## src/rtl/psx_ram_pkg.sv

```systemverilog
// Shared types and constants for the PSX main-RAM requester.
package psx_ram_pkg;

  typedef enum logic [1:0] {
    CL_NONE = 2'd0,
    CL_CPU  = 2'd1,
    CL_IC   = 2'd2,
    CL_DMA  = 2'd3
  } client_t;

  typedef enum logic [2:0] {
    ST_IDLE      = 3'd0,
    ST_ISSUE     = 3'd1,
    ST_WAIT_DONE = 3'd2,
    ST_WAIT_ACC  = 3'd3,
    ST_WAIT_DMA  = 3'd4
  } req_state_t;

  localparam int          RAM_ADDR_W = 27;
  localparam logic [31:0] DEADDATA   = 32'hDEADDEAD;

endpackage

```

## src/rtl/psx_ram_dma_unpack.sv

```systemverilog
// DMA burst receiver: counts the words of one read burst and forwards them
// with one cycle of latency, flagging the final word with dma_done.
import psx_ram_pkg::*;

module psx_ram_dma_unpack (
  input  logic        clk,
  input  logic        reset,
  input  logic        start,
  input  logic [1:0]  start_cnt,
  input  logic        abort,
  input  logic        word_wr,
  input  logic [31:0] word_data,
  output logic        last,
  output logic        dma_wr,
  output logic [31:0] dma_data,
  output logic        dma_done
);

  logic       active;
  logic [1:0] wcnt;
  logic [1:0] cur_cnt;
  logic       accept;

  // A word strobed together with the acceptance already belongs to the burst.
  assign accept  = word_wr && (start || active);
  assign cur_cnt = start ? start_cnt : wcnt;
  assign last    = accept && (cur_cnt == 2'd0);

  always_ff @(posedge clk or posedge reset) begin
    if (reset) begin
      active   <= 1'b0;
      wcnt     <= 2'd0;
      dma_wr   <= 1'b0;
      dma_data <= 32'd0;
      dma_done <= 1'b0;
    end else begin
      dma_wr   <= 1'b0;
      dma_done <= 1'b0;
      if (abort) begin
        active   <= 1'b0;
        wcnt     <= 2'd0;
        dma_done <= 1'b1;
      end else if (accept) begin
        dma_wr   <= 1'b1;
        dma_data <= word_data;
        if (last) begin
          active   <= 1'b0;
          wcnt     <= 2'd0;
          dma_done <= 1'b1;
        end else begin
          active <= 1'b1;
          wcnt   <= cur_cnt - 2'd1;
        end
      end else if (start) begin
        active <= 1'b1;
        wcnt   <= start_cnt;
      end
    end
  end

endmodule

```

## src/rtl/psx_ram_requester.sv

```systemverilog
// Arbitrates CPU, icache and DMA clients onto the single PSX main-RAM port.
// Define RAM_TIMEOUT_EN to build the response timeout counter.
import psx_ram_pkg::*;

module psx_ram_requester #(
  parameter int TIMEOUT_CYCLES = 4096,
  parameter int ADDR_W         = 23
) (
  input  logic                  clk,
  input  logic                  reset,
  input  logic                  cpu_req,
  input  logic                  cpu_rnw,
  input  logic [ADDR_W-1:0]     cpu_addr,
  input  logic [3:0]            cpu_be,
  input  logic [31:0]           cpu_di,
  output logic                  cpu_done,
  output logic [31:0]           cpu_do,
  input  logic                  ic_req,
  input  logic [ADDR_W-1:0]     ic_addr,
  output logic                  ic_done,
  input  logic                  dma_req,
  input  logic [ADDR_W-1:0]     dma_addr,
  input  logic [1:0]            dma_cnt,
  output logic                  dma_wr,
  output logic [31:0]           dma_data,
  output logic                  dma_done,
  output logic                  ram_req,
  output logic [RAM_ADDR_W-1:0] ram_addr,
  output logic                  ram_rnw,
  output logic [3:0]            ram_be,
  output logic [31:0]           ram_di,
  output logic                  ram_dma,
  output logic [1:0]            ram_dmacnt,
  output logic                  ram_iscache,
  input  logic                  ram_done,
  input  logic [31:0]           ram_do32,
  input  logic                  ram_reqprocessed,
  input  logic                  ram_dma_wr,
  input  logic [31:0]           ram_dma_data,
  input  logic                  ram_idle,
  output logic                  err_overrun,
  output logic                  err_timeout
);

  req_state_t state;
  client_t    sel;
  client_t    owner;
  logic       own_rnw;

  logic              cpu_pend, ic_pend, dma_pend;
  logic              cpu_rnw_q;
  logic [ADDR_W-1:0] cpu_addr_q, ic_addr_q, dma_addr_q;
  logic [3:0]        cpu_be_q;
  logic [31:0]       cpu_di_q;
  logic [1:0]        dma_cnt_q;

  logic        cpu_clr, ic_clr, dma_clr;
  logic        tmo_hit;
  logic        dma_start, dma_abort, dma_last;
  logic [31:0] rd_data;

  assign cpu_clr   = (state == ST_ISSUE) && (sel == CL_CPU);
  assign ic_clr    = (state == ST_ISSUE) && (sel == CL_IC);
  assign dma_clr   = (state == ST_ISSUE) && (sel == CL_DMA);
  assign dma_start = (state == ST_WAIT_ACC) && ram_reqprocessed;
  assign dma_abort = tmo_hit && (owner == CL_DMA);
  assign rd_data   = ram_done ? ram_do32 : DEADDATA;

  // Client request capture; a repeat pulse while still pending is dropped.
  always_ff @(posedge clk or posedge reset) begin
    if (reset) begin
      cpu_pend    <= 1'b0;
      ic_pend     <= 1'b0;
      dma_pend    <= 1'b0;
      cpu_rnw_q   <= 1'b0;
      cpu_addr_q  <= '0;
      cpu_be_q    <= 4'd0;
      cpu_di_q    <= 32'd0;
      ic_addr_q   <= '0;
      dma_addr_q  <= '0;
      dma_cnt_q   <= 2'd0;
      err_overrun <= 1'b0;
    end else begin
      if (cpu_req && !cpu_pend) begin
        cpu_pend   <= 1'b1;
        cpu_rnw_q  <= cpu_rnw;
        cpu_addr_q <= cpu_addr;
        cpu_be_q   <= cpu_be;
        cpu_di_q   <= cpu_di;
      end else if (cpu_clr) begin
        cpu_pend <= 1'b0;
      end
      if (ic_req && !ic_pend) begin
        ic_pend   <= 1'b1;
        ic_addr_q <= ic_addr;
      end else if (ic_clr) begin
        ic_pend <= 1'b0;
      end
      if (dma_req && !dma_pend) begin
        dma_pend   <= 1'b1;
        dma_addr_q <= dma_addr;
        dma_cnt_q  <= dma_cnt;
      end else if (dma_clr) begin
        dma_pend <= 1'b0;
      end
      if ((cpu_req && cpu_pend) || (ic_req && ic_pend) || (dma_req && dma_pend)) begin
        err_overrun <= 1'b1;
      end
    end
  end

  // Request FSM; RAM attributes are only non-zero during the ISSUE cycle.
  always_ff @(posedge clk or posedge reset) begin
    if (reset) begin
      state       <= ST_IDLE;
      sel         <= CL_NONE;
      owner       <= CL_NONE;
      own_rnw     <= 1'b0;
      ram_req     <= 1'b0;
      ram_addr    <= '0;
      ram_rnw     <= 1'b0;
      ram_be      <= 4'd0;
      ram_di      <= 32'd0;
      ram_dma     <= 1'b0;
      ram_dmacnt  <= 2'd0;
      ram_iscache <= 1'b0;
      cpu_done    <= 1'b0;
      cpu_do      <= 32'd0;
      ic_done     <= 1'b0;
    end else begin
      cpu_done <= 1'b0;
      ic_done  <= 1'b0;
      case (state)
        ST_IDLE: begin
          if (ram_idle && (dma_pend || cpu_pend || ic_pend)) begin
            ram_req <= 1'b1;
            state   <= ST_ISSUE;
            if (dma_pend) begin
              sel         <= CL_DMA;
              own_rnw     <= 1'b1;
              ram_addr    <= RAM_ADDR_W'(dma_addr_q);
              ram_rnw     <= 1'b1;
              ram_be      <= 4'hF;
              ram_di      <= 32'd0;
              ram_dma     <= 1'b1;
              ram_dmacnt  <= dma_cnt_q;
              ram_iscache <= 1'b0;
            end else if (cpu_pend) begin
              sel         <= CL_CPU;
              own_rnw     <= cpu_rnw_q;
              ram_addr    <= RAM_ADDR_W'(cpu_addr_q);
              ram_rnw     <= cpu_rnw_q;
              ram_be      <= cpu_be_q;
              ram_di      <= cpu_di_q;
              ram_dma     <= 1'b0;
              ram_dmacnt  <= 2'd0;
              ram_iscache <= 1'b0;
            end else begin
              sel         <= CL_IC;
              own_rnw     <= 1'b1;
              ram_addr    <= RAM_ADDR_W'(ic_addr_q);
              ram_rnw     <= 1'b1;
              ram_be      <= 4'hF;
              ram_di      <= 32'd0;
              ram_dma     <= 1'b0;
              ram_dmacnt  <= 2'd0;
              ram_iscache <= 1'b1;
            end
          end
        end
        ST_ISSUE: begin
          ram_req     <= 1'b0;
          ram_addr    <= '0;
          ram_rnw     <= 1'b0;
          ram_be      <= 4'd0;
          ram_di      <= 32'd0;
          ram_dma     <= 1'b0;
          ram_dmacnt  <= 2'd0;
          ram_iscache <= 1'b0;
          owner       <= sel;
          state       <= (sel == CL_DMA) ? ST_WAIT_ACC : ST_WAIT_DONE;
        end
        ST_WAIT_DONE: begin
          if (ram_done || tmo_hit) begin
            if (owner == CL_CPU) begin
              cpu_done <= 1'b1;
              if (own_rnw) cpu_do <= rd_data;
            end else begin
              ic_done <= 1'b1;
            end
            owner <= CL_NONE;
            state <= ST_IDLE;
          end
        end
        ST_WAIT_ACC: begin
          if (ram_reqprocessed) begin
            state <= dma_last ? ST_IDLE : ST_WAIT_DMA;
            if (dma_last) owner <= CL_NONE;
          end else if (tmo_hit) begin
            owner <= CL_NONE;
            state <= ST_IDLE;
          end
        end
        ST_WAIT_DMA: begin
          if (dma_last || tmo_hit) begin
            owner <= CL_NONE;
            state <= ST_IDLE;
          end
        end
        default: begin
          owner <= CL_NONE;
          state <= ST_IDLE;
        end
      endcase
    end
  end

`ifdef RAM_TIMEOUT_EN
  logic [11:0] tmo_cnt;
  logic        waiting;
  logic        ram_resp;

  assign waiting  = (state == ST_WAIT_DONE) || (state == ST_WAIT_ACC) || (state == ST_WAIT_DMA);
  assign ram_resp = ram_done || ram_reqprocessed || ram_dma_wr;
  assign tmo_hit  = waiting && !ram_resp && (tmo_cnt == 12'(TIMEOUT_CYCLES - 1));

  // Silence counter; any RAM response restarts the window.
  always_ff @(posedge clk or posedge reset) begin
    if (reset) begin
      tmo_cnt     <= 12'd0;
      err_timeout <= 1'b0;
    end else begin
      if (!waiting || ram_resp || tmo_hit) tmo_cnt <= 12'd0;
      else                                 tmo_cnt <= tmo_cnt + 12'd1;
      if (tmo_hit) err_timeout <= 1'b1;
    end
  end
`else
  assign tmo_hit     = 1'b0;
  assign err_timeout = 1'b0;
`endif

  psx_ram_dma_unpack u_unpack (
    .clk       (clk),
    .reset     (reset),
    .start     (dma_start),
    .start_cnt (dma_cnt_q),
    .abort     (dma_abort),
    .word_wr   (ram_dma_wr),
    .word_data (ram_dma_data),
    .last      (dma_last),
    .dma_wr    (dma_wr),
    .dma_data  (dma_data),
    .dma_done  (dma_done)
  );

endmodule

```

## config.mk

```make
export PLATFORM = sky130hd
export DESIGN_NAME = psx_ram_requester
export DESIGN_NICKNAME = d
export VERILOG_FILES = /design/src/rtl/psx_ram_pkg.sv /design/src/rtl/psx_ram_dma_unpack.sv /design/src/rtl/psx_ram_requester.sv
export SDC_FILE = /design/constraint.sdc
export NUM_CORES = 1
export LEC_CHECK = 0
export BUFFER_PORTS_ARGS = -buffer_cell sky130_fd_sc_hd__clkbuf_2
export CORE_MARGIN = 2
export CORE_UTILIZATION = 40
export CTS_BUF_LIST = sky130_fd_sc_hd__clkbuf_8
export DETAILED_ROUTE_END_ITERATION = 8
export GPL_TIMING_DRIVEN = 0
export PLACE_DENSITY = 0.65
export REMOVE_ABC_BUFFERS = 1
export SYNTH_ARGS = -nofsm -noshare
export SYNTH_HDL_FRONTEND = slang
export SYNTH_HIERARCHICAL = 1
export SYNTH_SLANG_ARGS = --single-unit
```

## constraint.sdc

```tcl
create_clock -name clk -period 16.3 [get_ports clk]
set_input_delay 3.26 -clock clk [delete_from_list [all_inputs] [get_ports clk]]
set_output_delay 3.26 -clock clk [all_outputs]
set_load 0.05 [all_outputs]
```

==> summary.txt, run 1 <==
status - finished, final reports clean
Reg2Reg Setup Slack - 13.70 ns
Total Wirelength - 23.7 mm
# resized after CTS - 0
First-pass DRT Iterations - 4
WL per Instance - 17.0 microns
Fin Clk Skew - 0.0160 ns
TritonCTS clock tree - yes
Tcrit/Tclk final - 28.4%
initial DRC count - 325
Setup-failing EPs final - 0
critical path class - input pin to register
CP Cell Sequence - clkbuf_2 > and3_1 > nand2_1 > o21ai_0 > and2_1 > nand2_1 > a21boi_0 > o41ai_1
RSZ-0062 raised after global routing - false
clock transition at the registers of the reported paths - 0.06 ns
Synth Cell Area - 10200 sq um
Yosys cell types - 51
WP data arrival - 5.04 ns
Worst Setup Start Kind - input pin
buffers added on ports - 314
worst slew pin tran - 1.02 ns
max-slew violations - 0
DR DRC count - 0
Max Fanout on Critical Path - 8
Syn Inst Count - 709
most common flop cell mapped by yosys - dfrtp_1
CTS Buf Count - 44
CP peak stage delay - 0.51 ns
fraction of layout cells with a size suffix above 1 - 53.3%
routed vias/inst - 4.91
Synth warnings - 6
sequential-to-total area share from yosys stat - 62.6%
Critical Path Slowest Stage Cell - o21ai_0
vias in the first global route - 6788
IO Count - 320
GR met2 Demand/Resource - 28.8%
Min-Delay Path Class - register to register
total track usage - 17.2%
die area - 26900 sq um
H-tree levels - 2
Worst Hold Depth - 1
global route hottest layer - met2
synth top area cells - dfrtp_1, mux2_2, a22o_1
EDFF count, synth - 0
Slew headroom - 31.6%
initial antenna violation count - 0
Hold Buf Count CTS - 0
power per cell area - 216 nW/um^2
Fmax - 216 MHz
GR Util met1 - 21.2%
cell mode on critical path - nand2_1
Async SR Flop Fraction - 100%
GP Congestion - 0.741
list of most frequent post-synthesis cells - dfrtp_1, mux2_2, a22o_1
via count - 6859
most frequent cell after synthesis - dfrtp_1
Critical Path RT - 16.71 ns
share of the synthesized area in the top cell type - 62.6%
die width - 164 microns
clk_lat worst skew - 0.54 ns
largest net degree at the start of global routing - 122
Cell Area, Placed - 12200 sq um
core area - 25200 sq um
FF-to-FF path depth - 8
Worst Setup End Kind - register
Max rail drop VDD - 136 uV
post-route cell area - 13100 sq um
Leakage - 6.62 nW
CTS root buf - clkbuf_8
total setup buffers inserted after CTS - 0
first-pass GRT wire length - 36.5 mm
Area Overhead vs Synth - 28.1%
fin nets - 1219
DP Wirelength - 16.1 mm
Tmin final - 4.63 ns
worst-case clock buffer depth - 3
Setup TNS Final - 0 ns
Clock Sinks - 256
cell row count - 58
ANT nets after route - 0
Starting Density - 40.6%
Die Span Y - 164 microns
synthesis-stage register bit count - 256
Syn Area/Cell - 14.4 sq um
final core occ - 52.1%
met3 GRT Util - 5.78%
final count of hold timing violations - 0
Yosys top cell by area - dfrtp_1
MaxCap Viol Count - 0
GRT Residual Overflow - 0
## path summary, 6_finish.rpt
kind	start	endpoint
min in group asynchronous	reset	ram_dmacnt[1]
max in group asynchronous	reset	cpu_di_q[1]
min	owner[1]	cpu_done
max	ram_reqprocessed	owner[0]
min reg2reg	owner[1]	cpu_done
max reg2reg	state[1]	owner[0]
## power breakdown
group	internal (mW)	switching, mW	total (mW)
Sequential	0.912	0.162	1.07
Combinational	0.424	0.763	1.19
Clock	0.320	0.248	0.568
Total	1.66	1.17	2.83
## logic make-up after synthesis
| family | count (synthesis) | share of synthesized area, % |
|---|---|---|
| compound gates | 117 | 8.73 |
| other cells | 1 | 0.0366 |
| simple gates | 79 | 4.02 |
| buf+inv | 60 | 3.34 |
| xor+xnor | 1 | 0.0856 |
| flops | 256 | 62.6 |
| mux | 195 | 21.2 |
## routing by layer
| layer | share of wire [%] | routed length [microns] | vias up |
|---|---|---|---|
| met2 | 49 | 11600 | 255 |
| met1 | 40 | 9480 | 3374 |
| met3 | 8.8 | 2090 | 39 |
| li1 | - | - | 3191 |
| met5 | 0 | 0 | - |
| met4 | 2.2 | 532 | 0 |
## layout make-up
type / count / area, sq um
antenna: 1 / 2.50
clock buffer: 52 / 716
clock inverter: 21 / 148
fill: 2207 / 12100
inverter: 10 / 45.0
multi-input combinational: 402 / 3560
sequential: 256 / 6410
tap: 330 / 413
timing repair buffer: 324 / 1820
## placed cells by master (no fill, tap or decap), types with 2 or more instances in the layout
cell type    n
buf_12       3
or3b_2       3
clkinv_2     6
nand4_1      3
mux2i_1     23
a21oi_1     11
o2bb2ai_1    4
inv_1       20
clkbuf_8    52
bufinv_16    2
a22o_1      55
a311oi_1     2
clkbuf_2   314
and3_1       2
nor2b_4      3
dfrtp_1    254
mux2_2     165
o21ai_0     27
buf_16       7
nor2b_1      3
o41ai_1      2
and2_1       2
nor3_1       2
nor2_1      10
nand4bb_1    2
conb_1      10
dfrtp_2      2
nand2b_1     3
nand2_1     37
a211oi_1     2
mux2_1       7
## metrics by stage
stage,instances,hold WS [ns],worst slack [ns],total power [mW]
final,1396,0.468,11.67,2.83
after global routing,1395,0.494,11.52,3.00
after CTS,1395,0.477,11.65,2.87
after detailed placement,1322,0.461,11.09,2.29
after global placement,1312,0.449,4.29,2.23
after floorplan,668,0.429,7.05,1.94
## flip-flops by register name, indices dropped and copies added (netlist names), 2 cells and up
signal             count
cpu_addr_q            23
cpu_be_q               4
cpu_di_q              32
cpu_do                32
dma_addr_q            23
dma_cnt_q              2
ic_addr_q             23
owner                  2
ram_addr              23
ram_be                 4
ram_di                32
ram_dmacnt             2
sel                    2
state                  3
u_unpack/dma_data     32
u_unpack/wcnt          2
## worst max-delay path, delay by kind of cell
family,cells,cell delay (ns)
simple gates,4,0.79
buf+inv,1,0.13
compound gates,3,0.85
No activity file was read; power rests on OpenSTA's default activity.
==> run 2, diff against run 1 <==
--- a/config.mk
+++ b/config.mk
@@ -11,7 +11,7 @@
 export CTS_BUF_LIST = sky130_fd_sc_hd__clkbuf_8
 export DETAILED_ROUTE_END_ITERATION = 8
 export GPL_TIMING_DRIVEN = 0
-export PLACE_DENSITY = 0.65
+export PLACE_DENSITY = 0.68
 export REMOVE_ABC_BUFFERS = 1
 export SYNTH_ARGS = -nofsm -noshare
 export SYNTH_HDL_FRONTEND = slang
==> constraint.sdc (replaced) <==
create_clock -name clk -period 4.25 [get_ports clk]
set_input_delay 0.85 -clock clk [delete_from_list [all_inputs] [get_ports clk]]
set_output_delay 0.85 -clock clk [all_outputs]
set_load 0.05 [all_outputs]
==> summary.txt, run 2 (synthesis results as in run 1) <==
die area - 26900 sq um (unchanged)
initial antenna violation count - 1 (+1)
CP peak stage delay - 0.58 ns (+0.07 ns)
First-pass DRT Iterations - 4 (unchanged)
reg2reg end - owner[1]
critical path class - register to register
clock power share - 21.4% (+1.3 points)
max-slew violations - 0 (unchanged)
routed vias/inst - 4.90 (-0.18%)
switching pwr - 4.53 mW (+290%)
ANT nets after route - 0 (unchanged)
Fin Clk Skew - 0.0128 ns (-0.00319 ns)
cell row count - 58 (unchanged)
clock transition at the registers of the reported paths - 0.06 ns (about the same)
WP data arrival - 3.00 ns (-2.04 ns)
GRT Residual Overflow - 0 (unchanged)
clk_lat worst skew - 0.53 ns (about the same)
largest net degree at the start of global routing - 118 (-3.3%)
Max Fanout on Critical Path - 14 (+6)
Setup-failing EPs final - 0 (unchanged)
Critical Path Source - state[1]
Pwr Total - 11.0 mW (+290%)
Levels on crit path - 8 (unchanged)
Setup TNS Final - 0 ns (unchanged)
Die Span Y - 164 microns (unchanged)
die width - 164 microns (unchanged)
CP endpoint - owner[1]
WL per Instance - 16.8 microns (-1.1%)
CTS Buf Count - 43 (-2.3%)
TritonCTS clock tree - yes
Reg2Reg Setup Slack - 1.65 ns (-12.05 ns)
commonest non-fill, non-tap cells in the layout - clkbuf_2, dfrtp_1, mux2_2, clkbuf_8, a22o_1
worst-case clock buffer depth - 3 (unchanged)
DR DRC count - 0 (unchanged)
Worst Setup Start Kind - register
DP Wirelength - 16.2 mm (+0.71%)
Reg-to-Reg Start - state[1]
commonest non-fill, non-tap cell in the layout - clkbuf_2
total track usage - 17.0% (-0.25 points)
Starting Density - 40.6% (unchanged)
Leakage - 6.64 nW (+0.34%)
cell mode on critical path - nand2_1
post-route setup slack - 1.65 ns (-10.02 ns)
Clock Sinks - 256 (unchanged)
Min-Delay Path Class - input pin to asynchronous set/reset pin
Fmax - 385 MHz
Int Power - 6.49 mW (+290%)
post-route cell area - 13200 sq um (+0.37%)
core area - 25200 sq um (unchanged)
final count of hold timing violations - 0 (unchanged)
fraction of layout cells with a size suffix above 1 - 54.0% (+0.69 points)
Filler Cells Inserted - 2189 (-0.82%)
Max rail drop VDD - 474 uV (+250%)
vias in the first global route - 6892 (+1.5%)
via count - 6871 (+0.17%)
sw frac - 41.1% (-0.32 points)
RSZ-0062 raised after global routing - false
CP Cell Sequence - and2b_1 > and3_1 > nand2_1 > o21ai_0 > and2_1 > nand2_1 > a21boi_0 > o41ai_1
CP delay by family, top - simple AND/OR/NAND/NOR gates
total setup buffers inserted after CTS - 0 (unchanged)
status - finished, final reports clean
Tmin final - 2.60 ns
Hold Buf Count CTS - 0 (unchanged)
Worst Path Buf+Inv - 0 (-1)
FF-to-FF path depth - 8 (unchanged)
Total Wirelength - 23.5 mm (-0.78%)
Worst Setup End Kind - register
H-tree levels - 2 (unchanged)
Critical Path Slowest Stage Cell - dfrtp_1
fin nets - 1217 (-0.16%)
CTS root buf - clkbuf_8
worst slack at placement - 1.48 ns (-9.61 ns)
Cell Area, Placed - 12200 sq um (-0.61%)
Critical Path RT - 4.66 ns (-12.05 ns)
Reg power frac - 37.5% (-0.5 points)
GP Congestion - 0.750 (+1.2%)
initial DRC count - 342 (+5.2%)
MaxCap Viol Count - 0 (unchanged)
combinational power share - 41.1% (-0.9 points)
first-pass GRT wire length - 36.0 mm (-1.4%)
# resized after CTS - 0 (unchanged)
Slew headroom - 29.1% (-2.5 points)
IO Count - 320 (unchanged)
worst slew pin tran - 1.06 ns (+0.0373 ns)
Tcrit/Tclk final - 61.1%
Area Overhead vs Synth - 28.6%
power per cell area - 837 nW/um^2 (+290%)
Hold Slack - 0.461 ns (-0.00732 ns)
buffers added on ports - 314 (unchanged)
[run 2: changes by cell type in the layout (fill, tap and decap cells not counted), sizes merged]
cell and delta:
buf -1, bufinv +1, clkbuf +4, clkinv +5, clkinvlp -1, inv -3
[run 2: power groups by stage]
stage / sequential (mW) / combinational, mW / clock (mW)
floorplan: 5.75 / 1.70 / 0
global placement: 4.19 / 4.35 / 0
detailed placement: 4.18 / 4.58 / 0
CTS: 4.15 / 4.58 / 2.44
global route: 4.28 / 4.82 / 2.56
finish: 4.14 / 4.53 / 2.36
[run 2: worst min path at each step]
stage               startpoint        endpoint  slack [ns]  cells past startpoint
floorplan             owner[1]        cpu_done        0.43                      1
global placement      owner[1]        cpu_done        0.45                      1
detailed placement    owner[1]        cpu_done        0.47                      1
CTS                      reset  cpu_addr_q[20]        0.47                      2
global route          owner[1]        cpu_done        0.48                      1
finish                   reset  dma_addr_q[20]        0.46                      2
[run 2: per-layer routing]
| metal | wire length [microns] | track usage [%] | part of all wire (%) |
|---|---|---|---|
| met1 | 9760 | 20.9 | 41 |
| met2 | 11400 | 28.5 | 49 |
| met3 | 1900 | 5.45 | 8.1 |
| met4 | 441 | 5.34 | 1.9 |
| met5 | 0 | 0 | 0 |
[run 2: worst reg2reg max path: stages (launching register included)]
cell      delay [ns]
dfrtp_1         0.58
and2b_1         0.24
and3_1          0.39
nand2_1         0.08
o21ai_0         0.51
and2_1          0.27
nand2_1         0.06
a21boi_0        0.24
o41ai_1         0.11
[run 2: area by class of cell]
type | count | area [sq um] | share of cell area [%]
repair buffers | 323 | 1780 | 13.5
clock buffers | 56 | 771 | 5.86
diodes | 1 | 2.50 | 0.0190
flip-flops and latches | 256 | 6410 | 48.7
inverters | 10 | 45.0 | 0.342
well taps | 330 | 413 | 3.14
clock inverters | 23 | 189 | 1.44
multi-input cells | 402 | 3560 | 27.0
[run 2: metrics by stage]
stage	utilization [%]	std cells
after global routing	52.3	1400
after floorplan	-	668
after global placement	47.4	1312
after detailed placement	48.3	1320
final	52.3	1401
after CTS	52.1	1399
==> run 3, diff against run 2 <==
==> constraint.sdc (replaced) <==
create_clock -name clk -period 2.1 [get_ports clk]
set_input_delay 0.42 -clock clk [delete_from_list [all_inputs] [get_ports clk]]
set_output_delay 0.42 -clock clk [all_outputs]
set_load 0.05 [all_outputs]
==> summary.txt, run 3 (synthesis results as in run 1) <==
status - finished, final reports clean
Leakage - 6.76 nW (+1.8%)
Worst Setup Start Kind - register
Tcrit/Tclk final - 96.7% (+36 points)
Critical Path Slowest Stage Cell - dfrtp_4
buffers added on ports - 314 (unchanged)
GP Congestion - 0.750 (unchanged)
Min-Delay Path Class - input pin to asynchronous set/reset pin
IO Count - 320 (unchanged)
worst slew pin tran - 0.912 ns (-0.147 ns)
Filler Cells Inserted - 2166 (-1.1%)
reg2reg end - ram_di[13]
H-tree levels - 2 (unchanged)
critical path class - register to register
Tmin final - 2.03 ns (-0.568 ns)
fraction of layout cells with a size suffix above 1 - 56.1% (+2.1 points)
GRT Residual Overflow - 0 (unchanged)
TritonCTS clock tree - yes
Metal-1 WL - 10.2 mm (+5.0%)
Hold Slack - 0.0297 ns (-0.431 ns)
Slew headroom - 39.1% (+10 points)
commonest non-fill, non-tap cell in the layout - clkbuf_2
clk_lat worst skew - 0.53 ns (about the same)
total track usage - 17.9% (+0.93 points)
Max Fanout on Critical Path - 32 (+18)
first-pass GRT wire length - 37.6 mm (+4.4%)
core area - 25200 sq um (unchanged)
WP data arrival - 2.50 ns (-0.50 ns)
ANT nets after route - 0 (unchanged)
FF-to-FF path depth - 5 (-3)
commonest non-fill, non-tap cells in the layout - clkbuf_2, dfrtp_1, mux2_2, clkbuf_8, a22o_1
Starting Density - 40.6% (unchanged)
Fmax - 492 MHz (+28%)
cell row count - 58 (unchanged)
CP Cell Sequence - buf_16 > o31a_1 > o21ai_4 > buf_12 > a22o_1
Worst Setup End Kind - register
Area Overhead vs Synth - 31.5%
final count of hold timing violations - 0 (unchanged)
power per cell area - 1690 nW/um^2 (+100%)
initial antenna violation count - 1 (unchanged)
Setup-failing EPs final - 0 (unchanged)
Setup TNS Final - 0 ns (unchanged)
die area - 26900 sq um (unchanged)
max-slew violations - 0 (unchanged)
Reg2Reg Setup Slack - 0.07 ns (-1.58 ns)
CTS root buf - clkbuf_8
DR DRC count - 0 (unchanged)
routed vias/inst - 4.92 (+0.33%)
Die Span Y - 164 microns (unchanged)
Reg-to-Reg Start - dma_pend
met3 routed WL - 1.89 mm (-0.63%)
clock transition at the registers of the reported paths - 0.06 ns (about the same)
Critical Path RT - 2.57 ns (-2.09 ns)
MaxCap Viol Count - 0 (unchanged)
initial DRC count - 363 (+6.1%)
Fin Clk Skew - 0.0102 ns (-0.00260 ns)
vias in the first global route - 7050 (+2.3%)
FF/Latch Area - 6420 sq um (+0.14%)
via count - 7007 (+2.0%)
WL per Instance - 17.5 microns (+4.1%)
final core occ - 53.4% (+1.2 points)
DR WL met2 - 12.3 mm (+7.9%)
largest net degree at the start of global routing - 118 (unchanged)
CP endpoint - ram_di[13]
Critical Path Source - dma_pend
CP peak stage delay - 0.60 ns (+0.02 ns)
Clock Sinks - 256 (unchanged)
DP Wirelength - 16.2 mm (unchanged)
Max rail drop VDD - 961 uV (+100%)
First-pass DRT Iterations - 4 (unchanged)
CTS Buf Count - 43 (unchanged)
die width - 164 microns (unchanged)
Total Wirelength - 24.9 mm (+5.8%)
multi-input gate area in the final layout - 3680 sq um (+3.5%)
fin nets - 1240 (+1.9%)
Max Used Layer - met4
worst-case clock buffer depth - 3 (unchanged)
run 3: changes by cell type in the layout (fill, tap and decap cells not counted), moves of 2 or more:
| cell | delta |
|---|---|
| o41ai_1 | -2 |
| buf_4 | +18 |
| buf_12 | +2 |
| o41ai_2 | +2 |
| dfrtp_1 | -3 |
| dfrtp_4 | +2 |
run 3: layout make-up:
cell class | count | share of cell area [%]
Sequential cell | 256 | 47.7
Tap cell | 330 | 3.07
Clock inverter | 23 | 1.40
Timing Repair Buffer | 343 | 14.4
Clock buffer | 56 | 5.73
Multi-Input combinational cell | 405 | 27.4
Antenna cell | 1 | 0.0186
Inverter | 10 | 0.335
run 3: report_power, final:
group          total [mW]  switching [mW]  leakage (nW)  internal (mW)
logic                9.57            6.09          3.06           3.48
clock network        4.77            1.99         0.534           2.78
registers            8.37            1.28          3.17           7.09
run 3: worst min-delay path by stage:
stage / startpoint / endpoint / slack [ns] / cells past startpoint
after global routing: reset / dma_addr_q[20] / 0.06 / 2
after floorplan: owner[1] / cpu_done / 0.43 / 1
final: reset / ram_addr[22] / 0.03 / 2
after detailed placement: owner[1] / cpu_done / 0.47 / 1
after CTS: reset / cpu_addr_q[20] / 0.04 / 2
after global placement: owner[1] / cpu_done / 0.45 / 1
run 3: metal layers:
layer  vias to the layer above  GRT usage [%]
met1                      3468           21.9
met5                         -              0
met3                        29           5.53
li1                       3266              -
met4                         0           5.30
met2                       244           30.6
run 3: worst max-delay path, delay by kind of cell, from the launching register on:
kind	cells	cell delay, ns
AO/OA/AOI/OAI	3	0.88
buffers and inverters	2	0.46
flip-flops	1	0.60
run 3: timing repair:
action                                 in CTS  in global routing
cloned                                      3                  0
hold buffers                                0                  0
endpoints found under the hold margin       0                  0
pin swaps                                   8                  3
resized for setup                          15                  8
setup buffers                              13                  8
setup endpoints to repair                 136                 38
run 3: stage by stage:
stage               total power [mW]  setup slack, ns  area (sq um)  instances
detailed placement              17.7           -0.550         12200       1320
floorplan                       15.1            -4.31          9960        668
global placement                17.3            -6.91         11900       1312
CTS                             22.9           0.0132         13300       1415
global route                    24.0         -0.00745         13500       1423
finish                          22.7           0.0694         13500       1424
